<file path="src/rtl/apb_req_arbiter.sv">
// Two-requester front end for the single APB_Master port: latches one-cycle
// request pulses, arbitrates (round-robin or fixed priority), issues one
// transfer at a time and routes the completion back to the granted requester.
module apb_req_arbiter #(
  parameter int unsigned ADDR_W      = 32,
  parameter int unsigned DATA_W      = 32,
  parameter bit          ROUND_ROBIN = 1'b1
) (
  input  logic              PCLK,
  input  logic              PRESET,
  input  logic              req0_transfer,
  input  logic              req0_write,
  input  logic [ADDR_W-1:0] req0_addr,
  input  logic [DATA_W-1:0] req0_wdata,
  output logic              req0_ready,
  output logic [DATA_W-1:0] req0_rdata,
  output logic              req0_busy,
  input  logic              req1_transfer,
  input  logic              req1_write,
  input  logic [ADDR_W-1:0] req1_addr,
  input  logic [DATA_W-1:0] req1_wdata,
  output logic              req1_ready,
  output logic [DATA_W-1:0] req1_rdata,
  output logic              req1_busy,
  output logic              m_transfer,
  output logic              m_write,
  output logic [ADDR_W-1:0] m_addr,
  output logic [DATA_W-1:0] m_wdata,
  input  logic              m_ready,
  input  logic [DATA_W-1:0] m_rdata,
  output logic              grant_id
);

  typedef enum logic [1:0] {
    IDLE  = 2'd0,
    ISSUE = 2'd1,
    WAIT  = 2'd2
  } state_t;

  state_t            state;
  logic              pend0, pend1;
  logic              last_grant;
  logic              p0_write, p1_write;
  logic [ADDR_W-1:0] p0_addr, p1_addr;
  logic [DATA_W-1:0] p0_wdata, p1_wdata;

  logic busy0, busy1;
  logic cap0, cap1;
  logic grant_go;
  logic win;

  // Busy/capture qualification, winner selection and completion routing.
  always_comb begin
    busy0    = pend0 | ((state != IDLE) & ~grant_id);
    busy1    = pend1 | ((state != IDLE) & grant_id);
    cap0     = req0_transfer & ~busy0;
    cap1     = req1_transfer & ~busy1;
    grant_go = (state == IDLE) & (pend0 | pend1);
    win      = 1'b0;
    if (pend0 && pend1) begin
      win = ROUND_ROBIN ? ~last_grant : 1'b0;
    end else begin
      win = pend1;
    end
    req0_ready = (state == WAIT) & m_ready & ~grant_id;
    req1_ready = (state == WAIT) & m_ready & grant_id;
    req0_rdata = req0_ready ? m_rdata : '0;
    req1_rdata = req1_ready ? m_rdata : '0;
  end

  assign req0_busy = busy0;
  assign req1_busy = busy1;

  // Requester 0 pending flag and latched transfer fields.
  always_ff @(posedge PCLK or negedge PRESET) begin
    if (!PRESET) begin
      pend0    <= 1'b0;
      p0_write <= 1'b0;
      p0_addr  <= '0;
      p0_wdata <= '0;
    end else if (cap0) begin
      pend0    <= 1'b1;
      p0_write <= req0_write;
      p0_addr  <= req0_addr;
      p0_wdata <= req0_wdata;
    end else if (grant_go && !win) begin
      pend0    <= 1'b0;
    end
  end

  // Requester 1 pending flag and latched transfer fields.
  always_ff @(posedge PCLK or negedge PRESET) begin
    if (!PRESET) begin
      pend1    <= 1'b0;
      p1_write <= 1'b0;
      p1_addr  <= '0;
      p1_wdata <= '0;
    end else if (cap1) begin
      pend1    <= 1'b1;
      p1_write <= req1_write;
      p1_addr  <= req1_addr;
      p1_wdata <= req1_wdata;
    end else if (grant_go && win) begin
      pend1    <= 1'b0;
    end
  end

  // Transfer sequencer: grant in IDLE, pulse m_transfer in ISSUE, hold in WAIT.
  always_ff @(posedge PCLK or negedge PRESET) begin
    if (!PRESET) begin
      state      <= IDLE;
      last_grant <= 1'b1;
      grant_id   <= 1'b0;
      m_transfer <= 1'b0;
      m_write    <= 1'b0;
      m_addr     <= '0;
      m_wdata    <= '0;
    end else begin
      case (state)
        IDLE: begin
          if (grant_go) begin
            grant_id   <= win;
            last_grant <= win;
            m_write    <= win ? p1_write : p0_write;
            m_addr     <= win ? p1_addr  : p0_addr;
            m_wdata    <= win ? p1_wdata : p0_wdata;
            m_transfer <= 1'b1;
            state      <= ISSUE;
          end
        end
        ISSUE: begin
          m_transfer <= 1'b0;
          state      <= WAIT;
        end
        WAIT: begin
          if (m_ready) begin
            state <= IDLE;
          end
        end
        default: begin
          m_transfer <= 1'b0;
          state      <= IDLE;
        end
      endcase
    end
  end

endmodule

</file>
<file path="config.mk">
export PLATFORM = sky130hd
export DESIGN_NAME = apb_req_arbiter
export DESIGN_NICKNAME = d
export VERILOG_FILES = /design/src/rtl/apb_req_arbiter.sv
export SDC_FILE = /design/constraint.sdc
export NUM_CORES = 1
export LEC_CHECK = 0
export BUFFER_PORTS_ARGS = -buffer_cell sky130_fd_sc_hd__clkbuf_2
export CAP_MARGIN = 20
export CORE_ASPECT_RATIO = 2
export CORE_MARGIN = 3
export CORE_UTILIZATION = 45
export DETAILED_ROUTE_END_ITERATION = 6
export PLACE_DENSITY = 0.74
export SETUP_SLACK_MARGIN = 0.4
export SLEW_MARGIN = 40
export SYNTH_ARGS = -nofsm -noshare
export SYNTH_HDL_FRONTEND = slang
export SYNTH_SLANG_ARGS = --single-unit
</file>
<file path="constraint.sdc">
create_clock -name PCLK -period 1.57 [get_ports PCLK]
set_input_delay 0.0785 -clock PCLK [delete_from_list [all_inputs] [get_ports PCLK]]
set_output_delay 0.0785 -clock PCLK [all_outputs]
set_load 0.01 [all_outputs]
</file>
==> results.sh, run 1 <==
export IMPL_cpMostUsedCell="buf_6"
export IMPL_grt_pass1_wl_um=46400
export IMPL_grt_max_degree=48
export IMPL_avgRoutedWirePerCell_um=24.5
export IMPL_drc=0
export IMPL_grt_ovfl_total=0
export IMPL_fin_nets=1274
export IMPL_die_width_um=105
export IMPL_cts_max_path_buffers=3
export IMPL_cts_sinks=202
export IMPL_placed_cell_area_mm2=0.0108
export IMPL_fin_setup_tns_ps=-60900
export IMPL_tightest_slew_ps=465
export IMPL_slowest_delay_ps=430
export IMPL_busiest_layer="met2"
export IMPL_holdWs_ps=91.7
export IMPL_crit_path_start_kind="flip-flop"
export IMPL_gp_congestion=0.834
export IMPL_max_freq_ghz=0.520
export IMPL_path_cells="buf_6 -> buf_6 -> nor2_4 -> o211ai_4 -> buf_6 -> buf_12 -> buf_12 -> buf_16 -> mux2_4"
export IMPL_critPathArrivalTime_ps=2290
export IMPL_max_cap_violations=0
export IMPL_clkTransAtPathRegs_ps=70
export IMPL_r2r_setup_slack_ps=-350
export IMPL_layout_cells_non_filler=1380
export IMPL_root_buffer="clkbuf_16"
export IMPL_synth_area_mm2=0.00885
export IMPL_cts_htree_levels=1
export IMPL_timing_slew_headroom_pct=69.0
export IMPL_seq_area_mm2=0.00506
export IMPL_fin_crit_sh_pct=122
export IMPL_synth_net_count=764
export IMPL_drt_first_pass_iters=5
export IMPL_ys_ff_latch=202
export IMPL_multi_input_area_mm2=0.00359
export IMPL_crit_type="flip-flop to flip-flop"
export IMPL_dp_hpwl_um=17200
export IMPL_core_mm2=0.0194
export IMPL_critical_path_slowest_cell="dfrtp_1"
export IMPL_ir_worst_vdd_v=0.00126
export IMPL_fin_worst_skew_ps=18.9
export IMPL_fillCellCount=1129
export IMPL_slew_violations=0
export IMPL_use_met1_pct=28.7
export IMPL_setup_slack_ps=-352
export IMPL_syn_inst=597
export IMPL_insertion_delay_ps=490
export IMPL_dp_slack_ps=-2.03
export IMPL_io_pins=302
export IMPL_violations="negative setup slack"
export IMPL_crit_buf_inv=6
export IMPL_cts_tree="done"
export IMPL_dp_cells=1139
export IMPL_crit_family="buffers and inverters"
export IMPL_hold_class="primary input to async pin"
export IMPL_fin_crit_ps=1920
export IMPL_rsz0062_at_grt="yes"
export IMPL_vias=7626
export IMPL_area_growth_synth_to_final_pct=62.2
export IMPL_finalSetupViolCount=266
export IMPL_status="finished with violations"
export IMPL_post_route_cell_area_mm2=0.0144
export IMPL_yosysUniqueCellTypes=26
export IMPL_cts_buffers=19
export IMPL_power_density_mw_per_mm2=2070
export IMPL_fp_dieArea_mm2=0.0215
export IMPL_use_met3_pct=4.68
export IMPL_drtIter0Drc=430
export IMPL_leakagePower_nw=7.40
export IMPL_worst_setup_path_end_kind="flip-flop"
export IMPL_vias_per_cell=5.53
export IMPL_rows=72
export IMPL_start_util_pct=45.7
export IMPL_worst_ep_required_time_ps=1940
export IMPL_routed_wl_um=33800
export IMPL_ys_seq_area_share_pct=57.1
export IMPL_fp_dieH_um=204
export IMPL_final_hold_violation_count=0
export IMPL_port_buffers=301
export IMPL_drive_above_1_share_pct=55.5
export IMPL_worstPathMaxFanout=7
export IMPL_ant_nets=0
export IMPL_yosysWarningCount=0
export IMPL_groute_usage_overall_pct=28.3
export IMPL_grt_pass1_vias=8072
export IMPL_grt_util_met2_pct=53.7
export IMPL_antenna_found_initial=2
export IMPL_synth_avg_cell_area_um2=14.8
power by group:
group	switching [mW]	internal (mW)
Clock	2.02	2.66
Combinational	6.38	8.93
Sequential	1.76	7.93
cell usage after synthesis, drive strengths merged:
master	number	area share, %
a21boi	1	0.085
a21o	3	0.25
a221o	62	7.0
and2	65	4.6
and3	62	4.4
and4	1	0.099
and4bb	1	0.14
buf	34	3.9
clkbuf	14	0.59
dfrtp	201	57
dfstp	1	0.30
inv	4	0.17
mux2	136	21
nand2	1	0.042
nand3	1	0.056
nand3b	1	0.085
nor2	1	0.13
o211a	1	0.11
o211ai	1	0.24
o21ai	6	0.42
registers in the layout (all words and copies together), names as in the netlist:
name / count
grant_id: 1
m_transfer: 1
m_write: 1
state: 2
p0_addr: 32
last_grant: 1
p1_write: 1
m_wdata: 32
p1_wdata: 32
m_addr: 32
pend0: 1
p0_wdata: 32
pend1: 1
p0_write: 1
p1_addr: 32
through the flow:
| step | power, mW | util (%) |
|---|---|---|
| after floorplan | 16.9 | - |
| after global placement | 19.6 | 55.8 |
| after detailed placement | 20.0 | 55.8 |
| after CTS | 27.9 | 70.7 |
| after global routing | 30.8 | 74.2 |
| final | 29.7 | 74.2 |
logic make-up (layout without fill, tap and decap cells):
kind of cell,count (synthesis),count (layout),share of synthesized area [%]
DFF,202,202,57.1
muxes,136,136,20.6
other,0,2,0
AOI/OAI and AO/OA,74,75,8.13
buffers and inverters,52,573,4.64
and+or+nand+nor,133,133,9.53
worst paths after layout:
path / from / to / cells after the start
max reg2reg: state[0] / p0_wdata[4] / 9
min: PRESET / p1_addr[19] / 2
max in group asynchronous: PRESET / p1_addr[10] / 3
min reg2reg: p0_wdata[20] / m_wdata[20] / 1
max: state[0] / p0_wdata[4] / 9
min in group PCLK: req1_transfer / pend1 / 5
metal layers:
layer | up-vias | wire [um] | share of wire, %
met4 | 0 | 2420 | 7.2
met2 | 459 | 18300 | 54
met3 | 144 | 1900 | 5.6
met1 | 3796 | 11200 | 33
li1 | 3227 | - | -
met5 | - | 0 | 0
cells in the final DEF, fill, tap and decap left out, types with 2 or more instances in the layout:
master	instances
buf_2	6
and2_1	29
mux2_4	89
diode_2	2
o21ai_0	2
and2_4	36
clkbuf_16	29
buf_12	23
buf_8	3
dfrtp_2	2
o21ai_4	3
dfrtp_1	199
buf_16	17
inv_1	2
clkinvlp_4	2
and3_1	61
bufinv_16	2
clkbuf_2	263
o21ai_1	2
buf_4	24
a221o_1	62
clkbuf_1	4
buf_6	54
mux2_2	47
dlygate4sd3_1	132
a21o_1	3
clkbuf_8	5
clkinv_2	4
area by class of cell:
type | instances | area share, %
Clock buffer | 25 | 3.61
Clock inverter | 8 | 0.662
Antenna cell | 2 | 0.0348
Inverter | 4 | 0.139
Multi-Input combinational cell | 344 | 25.0
Timing Repair Buffer | 536 | 33.1
Sequential cell | 202 | 35.2
Tap cell | 259 | 2.26
repair_timing:
action | 4_1_cts | 5_1_grt
gates cloned | 17 | 13
gates resized for setup | 62 | 84
buffers inserted | 30 | 14
endpoints found under the setup margin | 271 | 272
pin swaps | 17 | 8
hold buffers | 132 | 0
hold endpoints to repair | 333 | 0
No activity file was read; power rests on OpenSTA's default activity.
==> inputs of run 2 (changes only) <==
--- a/config.mk
+++ b/config.mk
@@ -9,9 +9,9 @@
 export CAP_MARGIN = 20
 export CORE_ASPECT_RATIO = 2
 export CORE_MARGIN = 3
-export CORE_UTILIZATION = 45
+export CORE_UTILIZATION = 35
 export DETAILED_ROUTE_END_ITERATION = 6
-export PLACE_DENSITY = 0.74
+export PLACE_DENSITY = 0.59
 export SETUP_SLACK_MARGIN = 0.4
 export SLEW_MARGIN = 40
 export SYNTH_ARGS = -nofsm -noshare
==> run 2 against run 1 <==
Cell count up 5.9%. Non-clock buffer count up 5. Hold slack better by 35 ps. The flow still finishes with violations (negative setup slack). Core utilization down 15 points. Critical path depth down 4. Design area up 2.4%. Die area up 27%.
==> results.sh, run 2 (same netlist as run 1, synthesis figures left out) <==
export IMPL_rows=81
export IMPL_fin_setup_tns_ps=-48980
export IMPL_fin_util_pct=59.5
export IMPL_reg2reg_from="grant_id"
export IMPL_ir_worst_vdd_v=0.00115
export IMPL_antenna_found_initial=1
export IMPL_critPathArrivalTime_ps=1820
export IMPL_timing_slew_headroom_pct=65.1
export IMPL_layout_commonest_cell="clkbuf_2"
export IMPL_fin_crit_sh_pct=121
export IMPL_setup_slack_ps=-327
export IMPL_grt_pass1_vias=7885
export IMPL_cts_htree_levels=1
export IMPL_cts_sinks=202
export IMPL_fin_crit_ps=1900
export IMPL_dp_cells=1217
export IMPL_crit_type="flip-flop to output pin"
export IMPL_max_freq_ghz=0.527
export IMPL_avgRoutedWirePerCell_um=21.4
export IMPL_worstPathMaxFanout=17
export IMPL_dp_hpwl_um=17500
export IMPL_tightest_slew_ps=524
export IMPL_fin_nets=1281
export IMPL_fp_dieArea_mm2=0.0274
export IMPL_finalSetupViolCount=261
export IMPL_grt_pass1_wl_um=44500
export IMPL_insertion_delay_ps=500
export IMPL_layout_cells_non_filler=1462
export IMPL_drive_above_1_share_pct=57.3
export IMPL_groute_usage_overall_pct=20.8
export IMPL_leakagePower_nw=7.50
export IMPL_slew_violations=0
export IMPL_r2r_setup_slack_ps=-260
export IMPL_final_hold_violation_count=0
export IMPL_routed_wl_um=31300
export IMPL_worst_ep_required_time_ps=1490
export IMPL_worst_setup_path_end_kind="output pin"
export IMPL_vias=7284
export IMPL_gp_congestion=0.745
export IMPL_r2r_end="p1_addr[10]"
export IMPL_rsz0062_at_grt="yes"
export IMPL_port_buffers=301
export IMPL_die_width_um=118
export IMPL_drtIter0Drc=275
export IMPL_cts_buffers=21
export IMPL_power_density_mw_per_mm2=2020
export IMPL_max_cap_violations=0
export IMPL_violations="negative setup slack"
export IMPL_cts_max_path_buffers=3
export IMPL_crit_path_start_kind="flip-flop"
export IMPL_area_growth_synth_to_final_pct=66.1
export IMPL_status="finished with violations"
export IMPL_slowest_delay_ps=420
export IMPL_core_mm2=0.0247
export IMPL_mostFrequentLayoutCells="clkbuf_2 (239), dfrtp_1 (199), dlygate4sd3_1 (132), mux2_4 (86), buf_6 (66)"
export IMPL_start_util_pct=35.8
export IMPL_ant_nets=0
export IMPL_drt_first_pass_iters=4
export IMPL_path_cells="buf_6 -> and4bb_4 -> buf_12 -> and2_4 -> buf_4"
export IMPL_io_pins=302
export IMPL_drc=0
export IMPL_rr_worst_depth=9
export IMPL_fin_worst_skew_ps=18.9
export IMPL_cts_tree="done"
export IMPL_grt_max_degree=56
export IMPL_root_buffer="clkbuf_16"
export IMPL_grt_ovfl_total=0
export IMPL_vias_per_cell=4.98
export IMPL_critical_path_slowest_cell="dfrtp_2"
export IMPL_hold_class="primary input to async pin"
export IMPL_fp_dieH_um=231
export IMPL_clkTransAtPathRegs_ps=60
run 2: cell types whose count changed in the layout (fill, tap and decap cells not counted), sizes merged:
cell / delta
buf: +30
clkbuf: -24
clkinv: +4
clkinvlp: -2
inv: +1
run 2: per-stage QoR:
| step | setup WS, ps | cell area [um^2] | power [mW] | hold slack (ps) |
|---|---|---|---|---|
| after floorplan | 153 | 9050 | 16.9 | -217 |
| after global placement | 0.606 | 11000 | 19.9 | 87.5 |
| after detailed placement | -61.4 | 11000 | 20.2 | 89.9 |
| after CTS | -349 | 13900 | 28.3 | 132 |
| after global routing | -383 | 14700 | 31.1 | 173 |
| final | -327 | 14700 | 29.6 | 127 |
run 2: what timing repair did:
item                                    in CTS  in global routing
gates resized for setup                     75                141
endpoints found under the hold margin      319                  0
cloned                                      16                 10
setup buffers                               28                 20
endpoints found under the setup margin     270                270
pin swaps                                   39                 24
hold buffers                               132                  0
run 2: worst max-delay path: cells and delay by family, from the launching register on:
kind | cells | cell delay, ps
buf+inv | 3 | 400
flops | 1 | 420
simple gates | 2 | 500
run 2: how the worst max path moves through the flow:
stage              from              to  depth (start not counted)  slack [ps]
2_1_floorplan  state[1]     p0_addr[12]                          5         150
3_3_place_gp   state[0]     m_wdata[16]                          4         0.6
3_5_place_dp   state[0]     m_wdata[22]                          4         -60
4_1_cts        state[1]  req1_rdata[28]                          6        -350
5_1_grt        grant_id  req0_rdata[10]                          5        -380
6_report       grant_id  req0_rdata[17]                          5        -330
run 2: report_power, final:
group | switching (mW) | leakage [nW] | internal (mW) | total [mW]
Clock | 2.12 | 0.337 | 2.86 | 4.97
Sequential | 1.57 | 2.42 | 7.93 | 9.49
Combinational | 6.05 | 4.75 | 9.13 | 15.2
run 2: cell type report:
type / count / area [um^2]
diodes: 2 / 5.00
clock buffers: 26 / 554
clock inverters: 11 / 115
fillers: 1949 / 10000
inverters: 4 / 17.5
multi-input cells: 344 / 3620
flip-flops and latches: 202 / 5060
well taps: 332 / 415
repair buffers: 541 / 4920
run 2: metal layers:
metal	vias up	part of all wire, %	track usage [%]
li1	3240	-	-
met1	3649	36	22.2
met2	317	55	39.1
met3	78	4.9	3.41
met4	0	4.4	10.3
met5	-	0	0
==> inputs of run 3 (changes only) <==
--- a/config.mk
+++ b/config.mk
@@ -8,7 +8,6 @@
 export BUFFER_PORTS_ARGS = -buffer_cell sky130_fd_sc_hd__clkbuf_2
 export CAP_MARGIN = 20
 export CORE_ASPECT_RATIO = 2
-export CORE_MARGIN = 3
 export CORE_UTILIZATION = 35
 export DETAILED_ROUTE_END_ITERATION = 6
 export PLACE_DENSITY = 0.59
==> constraint.sdc (replaced) <==
create_clock -name PCLK -period 1.57 [get_ports PCLK]
set_input_delay 0.0785 -clock PCLK [delete_from_list [all_inputs] [get_ports PCLK]]
set_output_delay 0.0785 -clock PCLK [all_outputs]
set_load 0.05 [all_outputs]
==> run 3 against run 2 <==
The run still ends with negative setup slack left. Clock power hardly changed. Flip-flop and latch count stayed put. First-iteration DRC count is 4.7% lower. Cell count is 1.9% higher. Global-route usage is 2.6 points higher. Register-to-register slack worse by 70 ps. Clock-buffer cell count stayed put. Critical path depth stayed put. Sequential share of layout area is 3.7 points lower. Clock skew is 10 ps lower.
==> results.sh, run 3 (same netlist as run 1, synthesis figures left out) <==
export IMPL_status="finished with violations"
export IMPL_violations="negative setup slack"
export IMPL_fp_dieArea_mm2=0.0260
export IMPL_drtIter0Drc=262
export IMPL_fillCellCount=1745
export IMPL_io_pins=302
export IMPL_cts_sinks=202
export IMPL_avgRoutedWirePerCell_um=22.9
export IMPL_mostFrequentLayoutCells="dfrtp_1 (198), clkbuf_2 (165), dlygate4sd3_1 (133), mux2_4 (107), buf_6 (95)"
export IMPL_groute_usage_overall_pct=23.4
export IMPL_dp_cells=1214
export IMPL_layout_cells_non_filler=1490
export IMPL_fp_dieH_um=227
export IMPL_grt_pass1_wl_um=45300
export IMPL_rows=82
export IMPL_worst_setup_path_end_kind="output pin"
export IMPL_routed_wl_um=34100
export IMPL_leakagePower_nw=8.04
export IMPL_max_cap_violations=0
export IMPL_grt_pass1_vias=7886
export IMPL_fin_crit_ps=1940
export IMPL_drc=0
export IMPL_port_buffers=301
export IMPL_ant_nets=0
export IMPL_grt_ovfl_total=0
export IMPL_cts_tree="done"
export IMPL_fin_setup_tns_ps=-64580
export IMPL_area_growth_synth_to_final_pct=86.4
export IMPL_crit_type="flip-flop to output pin"
export IMPL_cts_buffers=20
export IMPL_finalSetupViolCount=266
export IMPL_grt_max_degree=58
export IMPL_layout_commonest_cell="dfrtp_1"
export IMPL_ir_worst_vdd_v=0.00112
export IMPL_power_density_mw_per_mm2=2220
export IMPL_fin_worst_skew_ps=8.55
export IMPL_tightest_slew_ps=366
export IMPL_root_buffer="clkbuf_16"
export IMPL_slew_violations=0
export IMPL_setup_slack_ps=-368
export IMPL_crit_path_start_kind="flip-flop"
export IMPL_fin_crit_sh_pct=123
export IMPL_multi_input_area_mm2=0.00397
export IMPL_worst_ep_required_time_ps=1490
export IMPL_core_mm2=0.0249
export IMPL_start_util_pct=35.5
export IMPL_drive_above_1_share_pct=63.2
export IMPL_die_width_um=114
export IMPL_rsz0062_at_grt="yes"
export IMPL_antenna_found_initial=2
export IMPL_p_total_mw=36.6
export IMPL_timing_slew_headroom_pct=75.5
export IMPL_dp_hpwl_um=17700
export IMPL_hold_class="primary input to async pin"
export IMPL_clkTransAtPathRegs_ps=70
export IMPL_max_freq_ghz=0.516
export IMPL_gp_congestion=0.755
export IMPL_cts_max_path_buffers=3
export IMPL_seq_area_mm2=0.00506
export IMPL_insertion_delay_ps=500
export IMPL_worstPathMaxFanout=8
export IMPL_final_hold_violation_count=0
export IMPL_vias_per_cell=5.03
export IMPL_fin_nets=1308
export IMPL_drt_first_pass_iters=4
export IMPL_critPathArrivalTime_ps=1860
export IMPL_vias=7491
export IMPL_cts_htree_levels=1
-- run 3: cell types whose count changed in the layout (fill, tap and decap cells not counted), sizes merged --
cell / previous run / this run
buf: 157 / 241
clkbuf: 277 / 219
clkinv: 8 / 4
a21boi: 1 / 2
clkinvlp: 0 / 1
dlygate4sd3: 132 / 133
inv: 5 / 4
nand3: 1 / 2
o21ai: 7 / 6
-- run 3: per-layer routing --
| layer | wire (um) | up-vias | GRT usage [%] |
|---|---|---|---|
| li1 | - | 3278 | - |
| met1 | 11800 | 3801 | 25.2 |
| met2 | 18900 | 320 | 44.5 |
| met3 | 1630 | 92 | 3.05 |
| met4 | 1850 | 0 | 10.9 |
| met5 | 0 | - | 0 |
-- run 3: cell type report --
| cell class | instances | area share [%] |
|---|---|---|
| antenna | 2 | 0.0303 |
| clock buffer | 26 | 3.42 |
| clock inverter | 7 | 0.553 |
| inverter | 4 | 0.136 |
| multi-input combinational | 345 | 24.1 |
| sequential | 202 | 30.7 |
| tap | 336 | 2.55 |
| timing repair buffer | 568 | 38.6 |
-- run 3: worst max-delay path: stages, from the launching register on --
cell       delay (ps)
dfrtp_2           440
and4bb_4          350
buf_6             130
clkbuf_16         150
and2_4            150
buf_12            130
-- run 3: timing repair --
item                                    CTS  global route
pin swaps                                11            28
endpoints found under the hold margin   334             0
endpoints found under the setup margin  335           336
gates cloned                             19            18
hold buffers                            133             0
gates resized for setup                 158           353
buffers inserted                         32            39
-- run 3: stage by stage --
stage	util [%]	area (um^2)	setup slack (ps)	hold WS (ps)
global route	66.2	16500	-414	75.6
detailed placement	46.7	11600	-47.4	27.7
CTS	61.0	15200	-382	47.6
floorplan	-	9360	59.0	-217
global placement	46.7	11600	-11.4	24.8
finish	66.2	16500	-368	57.7
-- run 3: final timing paths --
kind                       slack [ps]  cells past startpoint        endpoint           from
min                                60                      2     p0_addr[17]         PRESET
max in group asynchronous         870                      3     p0_addr[23]         PRESET
min in group PCLK                 220                      5           pend0  req0_transfer
max reg2reg                      -330                      9      p0_addr[4]       state[0]
max                              -370                      5  req0_rdata[20]       state[0]
min reg2reg                       500                      1    p1_wdata[21]   p1_wdata[21]
-- run 3: power breakdown --
part / switching [mW] / total (mW) / internal [mW]
registers: 1.80 / 9.73 / 7.94
logic: 9.95 / 21.9 / 12.0
clock network: 2.08 / 4.94 / 2.86
total: 13.8 / 36.6 / 22.8
